`src/rtl/pulse_gen_arbiter.sv`:
```
`default_nettype none
// ============================================================================
// Module  : pulse_gen_arbiter
// Brief   : Round-robin sharing of one pulseGen between NUM_REQ requesters.
// Revision: 1.0 - initial release
// ============================================================================
module pulse_gen_arbiter #(
    parameter int NUM_REQ = 4,
    parameter int COUNT_W = 32,
    parameter int TIMEOUT = 1024
) (
    input  logic                       clk,
    input  logic                       reset,
    input  logic [NUM_REQ-1:0]         req,
    input  logic [NUM_REQ*COUNT_W-1:0] req_count,
    input  logic [NUM_REQ-1:0]         req_release,
    output logic [NUM_REQ-1:0]         grant,
    output logic [NUM_REQ-1:0]         done,
    output logic [NUM_REQ-1:0]         err,
    output logic                       busy,
    output logic                       pg_start,
    output logic [COUNT_W-1:0]         pg_pulse_count,
    output logic                       pg_wait_on_me,
    input  logic                       pg_pulse
);

    localparam int SEL_W = (NUM_REQ > 1) ? $clog2(NUM_REQ) : 1;
    localparam int TMO_W = $clog2(TIMEOUT) + 1;
    localparam logic [SEL_W-1:0] C_LAST_INIT = SEL_W'(NUM_REQ - 1);
    localparam logic [TMO_W-1:0] C_TMO_LAST  = TMO_W'(TIMEOUT - 1);

    typedef enum logic [2:0] {
        S_IDLE      = 3'd0,
        S_START     = 3'd1,
        S_WAIT_HIGH = 3'd2,
        S_HOLD      = 3'd3,
        S_DONE      = 3'd4,
        S_RECOVER   = 3'd5
    } state_t;

    state_t               r_state;
    logic [SEL_W-1:0]     r_sel;
    logic [SEL_W-1:0]     r_last_grant;
    logic [TMO_W-1:0]     r_tmo_cnt;
    logic [NUM_REQ-1:0]   r_grant;
    logic [NUM_REQ-1:0]   r_done;
    logic [NUM_REQ-1:0]   r_err;
    logic                 r_busy;
    logic                 r_pg_start;
    logic [COUNT_W-1:0]   r_pg_pulse_count;

    logic                 w_found;
    logic [SEL_W-1:0]     w_winner;
    logic [NUM_REQ-1:0]   w_winner_oh;
    logic [COUNT_W-1:0]   w_winner_count;

    // Second loop (candidates above last_grant) overrides the wrapped pass;
    // descending order leaves the lowest index of each pass as the result.
    always_comb begin
        w_found  = 1'b0;
        w_winner = '0;
        for (int c = NUM_REQ - 1; c >= 0; c--) begin
            if (req[c] && (SEL_W'(c) <= r_last_grant)) begin
                w_found  = 1'b1;
                w_winner = SEL_W'(c);
            end
        end
        for (int c = NUM_REQ - 1; c >= 0; c--) begin
            if (req[c] && (SEL_W'(c) > r_last_grant)) begin
                w_found  = 1'b1;
                w_winner = SEL_W'(c);
            end
        end
    end

    always_comb begin
        w_winner_count = '0;
        w_winner_oh    = '0;
        for (int c = 0; c < NUM_REQ; c++) begin
            if (SEL_W'(c) == w_winner) begin
                w_winner_count = req_count[c*COUNT_W +: COUNT_W];
                w_winner_oh[c] = 1'b1;
            end
        end
    end

    always_ff @(posedge clk) begin
        if (reset) begin
            r_state          <= S_IDLE;
            r_sel            <= '0;
            r_last_grant     <= C_LAST_INIT;
            r_tmo_cnt        <= '0;
            r_grant          <= '0;
            r_done           <= '0;
            r_err            <= '0;
            r_busy           <= 1'b0;
            r_pg_start       <= 1'b0;
            r_pg_pulse_count <= '0;
        end else begin
            r_done     <= '0;
            r_err      <= '0;
            r_pg_start <= 1'b0;
            case (r_state)
                S_IDLE: begin
                    if (w_found) begin
                        r_sel            <= w_winner;
                        r_pg_pulse_count <= w_winner_count;
                        r_grant          <= w_winner_oh;
                        r_busy           <= 1'b1;
                        if (w_winner_count == '0) begin
                            r_state <= S_DONE;
                            r_done  <= w_winner_oh;
                        end else begin
                            r_state    <= S_START;
                            r_pg_start <= 1'b1;
                            r_tmo_cnt  <= '0;
                        end
                    end
                end
                S_START: begin
                    // The START cycle counts toward the timeout window.
                    r_state   <= S_WAIT_HIGH;
                    r_tmo_cnt <= r_tmo_cnt + 1'b1;
                end
                S_WAIT_HIGH: begin
                    if (pg_pulse) begin
                        r_state <= S_HOLD;
                    end else if (r_tmo_cnt == C_TMO_LAST) begin
                        r_state      <= S_RECOVER;
                        r_err        <= r_grant;
                        r_grant      <= '0;
                        r_last_grant <= r_sel;
                    end else begin
                        r_tmo_cnt <= r_tmo_cnt + 1'b1;
                    end
                end
                S_HOLD: begin
                    if (!pg_pulse) begin
                        r_state <= S_DONE;
                        r_done  <= r_grant;
                    end
                end
                S_DONE: begin
                    r_state      <= S_IDLE;
                    r_grant      <= '0;
                    r_busy       <= 1'b0;
                    r_last_grant <= r_sel;
                end
                S_RECOVER: begin
                    if (!pg_pulse) begin
                        r_state <= S_IDLE;
                        r_busy  <= 1'b0;
                    end
                end
                default: begin
                    r_state <= S_IDLE;
                    r_grant <= '0;
                    r_busy  <= 1'b0;
                end
            endcase
        end
    end

    // A late pulse after timeout is forced to end by holding waitOnMe high.
    always_comb begin
        pg_wait_on_me = 1'b0;
        case (r_state)
            S_HOLD:    pg_wait_on_me = req_release[r_sel];
            S_RECOVER: pg_wait_on_me = 1'b1;
            default:   pg_wait_on_me = 1'b0;
        endcase
    end

    assign grant          = r_grant;
    assign done           = r_done;
    assign err            = r_err;
    assign busy           = r_busy;
    assign pg_start       = r_pg_start;
    assign pg_pulse_count = r_pg_pulse_count;

endmodule
`default_nettype wire

```
`config.mk`:
```
export PLATFORM = sky130hd
export DESIGN_NAME = pulse_gen_arbiter
export DESIGN_NICKNAME = d
export VERILOG_FILES = /design/src/rtl/pulse_gen_arbiter.sv
export SDC_FILE = /design/constraint.sdc
export NUM_CORES = 1
export LEC_CHECK = 0
export ABC_AREA = 1
export CAP_MARGIN = 20
export CORE_MARGIN = 2
export CORE_UTILIZATION = 42
export DETAILED_ROUTE_END_ITERATION = 10
export HOLD_SLACK_MARGIN = 0.05
export PLACE_DENSITY = 0.84
export SETUP_SLACK_MARGIN = 0.5
export SLEW_MARGIN = 0
export SYNTH_ARGS = -nofsm -noshare
export SYNTH_HDL_FRONTEND = slang
export SYNTH_SLANG_ARGS = --single-unit
```
`constraint.sdc`:
```
create_clock -name clk -period 3.3 [get_ports clk]
set_input_delay 0.66 -clock clk [delete_from_list [all_inputs] [get_ports clk]]
set_output_delay 0.66 -clock clk [all_outputs]
set_load 0.05 [all_outputs]
```
==> impl_metrics.env <==
export IMPL_status="complete, no violations"
export IMPL_routed_wl_um=16600
export IMPL_rsz0062_at_grt="no"
export IMPL_final_cells=1006
export IMPL_post_drt_wl_per_cell_um=16.5
export IMPL_async_reset_ff_frac=0
export IMPL_place_gp_congestion=1.06
export IMPL_final_core_util=0.723
export IMPL_synthSimpleGateAreaFrac=0.416
export IMPL_grt_pass1_wl_um=25400
export IMPL_fin_skew_ns=0.00893
export IMPL_ys_top_cells_by_area="dfxtp_1 31%, nand2_1 14%, nand3_1 11%"
export IMPL_io_pins=186
export IMPL_relSlewSlack=0.506
export IMPL_crit_arrival_ns=2.99
export IMPL_grtUsageMet2=0.529
export IMPL_area_delta_synth_final_pct=65.5
export IMPL_fin_nets=1012
export IMPL_crit_fanout=6
export IMPL_rows=35
export IMPL_fmax_mhz=371
export IMPL_reg2reg_slack_ns=0.62
export IMPL_viasPerCell=5.43
export IMPL_worst_setup_path_start_kind="primary input"
export IMPL_grt_pass1_vias=4982
export IMPL_max_vdd_ir_drop_mv=0.403
export IMPL_path_clk_slew_ns=0.08
export IMPL_synth_edf_count=0
export IMPL_p_leak_nw=3.05
export IMPL_gr_total_overflow=0
export IMPL_netlist_top_cells_count="151 x nand2_1, 104 x nor2_1, 101 x inv_1"
export IMPL_ys_flop_type="dfxtp_1"
export IMPL_ys_types=28
export IMPL_final_max_slew_viol_count=0
export IMPL_worst_pin_slew_ns=0.734
export IMPL_grtUsageTotal=0.314
export IMPL_synth_top_area_cell="dfxtp_1"
export IMPL_drv_cap=0
export IMPL_ys_warn_count=0
export IMPL_grt_busiest_layer="met2"
export IMPL_syn_area_sq_um=4070
export IMPL_remaining_drc_errors=0
export IMPL_numClockSinks=64
export IMPL_yosysTopAreaCellShare=0.315
export IMPL_synth_most_common_cell="nand2_1"
export IMPL_clkLatencyLatePin_ns=0.36
export IMPL_worstSetupEndpointType="flip-flop"
export IMPL_cts_buffer_depth=2
export IMPL_dp_worst_setup_slack_ns=-0.234
export IMPL_num_antenna_cells=0
export IMPL_die_h_um=102
export IMPL_antenna_found_initial=0
export IMPL_power_density_nw_per_um2=637
export IMPL_die_area_sq_um=10500
export IMPL_port_buffers=185
export IMPL_cts_root_buf="clkbuf_8"
export IMPL_synth_xor_area_frac=0.0129
export IMPL_synth_area_mux_share=0
export IMPL_synth_seq_area_share=0.315
export IMPL_final_setup_worst_slack_ns=0.606
export IMPL_fin_crit_ns=2.69
export IMPL_avgSynthCellArea_sq_um=6.03
export IMPL_dp_cells=975
export IMPL_drt_iter0_drc=410
export IMPL_core_sq_um=9330
export IMPL_hold_path_class="flip-flop to flip-flop"
export IMPL_critPathKind="primary input to flip-flop"
export IMPL_cts_buffers=9
export IMPL_hpwl_um=11700
export IMPL_cts_tree="yes"
export IMPL_vias=5467
export IMPL_die_w_um=102
export IMPL_ctsHoldBuffers=0
export IMPL_syn_nets=815
export IMPL_finalSetupViolCount=0
export IMPL_first_pass_iters=6
export IMPL_cp_required_ns=3.59
export IMPL_ys_seq_elements=64
export IMPL_synthAdderAreaFrac=0.00307
export IMPL_synth_compound_area_frac=0.117
export IMPL_period_share=0.816
export IMPL_fin_tns_setup_ns=0
export IMPL_netlist_instances=675
export IMPL_htree_levels=3
export IMPL_grt_start_max_net_pins=41
export IMPL_grt_use_met1=0.382
export IMPL_hold_violations=0
export IMPL_synth_top_family_by_area="simple AND/OR/NAND/NOR gates"
export IMPL_drive_above_1_share=0.129
export IMPL_antenna_left=0
export IMPL_start_util=0.436
export IMPL_grtUsageMet3=0.0732
==> registers in the layout, summed over array words and instances, names as in the netlist <==
signal	cells
done	4
pg_start	1
r_last_grant	2
r_state	3
r_tmo_cnt	11
busy	1
pg_pulse_count	32
err	4
r_sel	2
grant	4
==> path summary, 6_finish.rpt <==
| check | startpoint | endpoint | cells past startpoint |
|---|---|---|---|
| worst min-delay path | busy | busy | 2 |
| worst max register to register | r_last_grant[1] | r_state[2] | 20 |
| worst min register to register | busy | busy | 2 |
| worst max-delay path | req[1] | r_state[2] | 19 |
==> metal layers <==
layer  up-vias  share of wire
met5         -              0
met4         0          0.041
met3        55           0.10
met2       369           0.48
met1      2473           0.38
li1       2570              -
==> cells in the final DEF (no fill, tap or decap), types with 5 or more instances in the layout <==
cell type,netlist,final
a21oi_1,26,26
buf_12,0,5
buf_4,0,26
clkbuf_8,0,9
clkdlybuf4s50_1,0,180
dfxtp_1,64,62
inv_1,101,98
nand2_1,151,140
nand2_2,3,11
nand3_1,88,82
nand3_2,2,6
nand4_1,26,26
nor2_1,104,82
nor2_2,3,18
nor2_4,0,7
nor3_1,7,7
o211ai_1,34,34
o21ai_0,11,11
xor2_1,5,5
==> power by group <==
group	switching [mW]	internal, mW
Combinational	1.52	0.902
Clock	0.356	0.433
Sequential	0.144	0.943
==> critical path: stages <==
cell and delay (ns):
clkdlybuf4s15_1 0.20, o21ai_2 0.10, nand3_2 0.09, nand2_2 0.07, buf_6 0.12, buf_4 0.14
buf_4 0.14, nand4_1 0.19, nand3_1 0.13, nor2_2 0.19, nand2_2 0.09, nor2_2 0.12
nand2_2 0.07, nor2_4 0.13, nand3_4 0.10, buf_6 0.16, nand2_1 0.05, nand2_1 0.05
a21oi_1 0.15
==> what timing repair did <==
action	4_1_cts	5_1_grt
resized for setup	30	47
gates cloned	4	0
buffers inserted	6	5
setup endpoints to repair	18	18
hold endpoints to repair	0	0
pin swaps	11	24
==> stage by stage <==
step	area (sq um)	hold slack [ns]	total power, mW
CTS	6590	0.470	4.17
global placement	6130	0.454	3.19
finish	6740	0.470	4.29
global route	6740	0.493	4.50
floorplan	4070	0.452	2.44
detailed placement	6140	0.459	3.24
==> cell type report <==
cell class	count	area [sq um]
Fill cell	705	2590
Multi-Input combinational cell	473	2420
Timing Repair Buffer	222	2260
Sequential cell	64	1290
Inverter	102	383
Tap cell	129	161
Clock buffer	9	124
Clock inverter	7	100
==> kinds of logic after synthesis <==
logic type / count (synthesis)
compound gates: 76
fa+ha+maj: 1
buf+inv: 138
flops: 64
simple gates: 390
xor+xnor: 6
(Power assumes the default switching activity.)
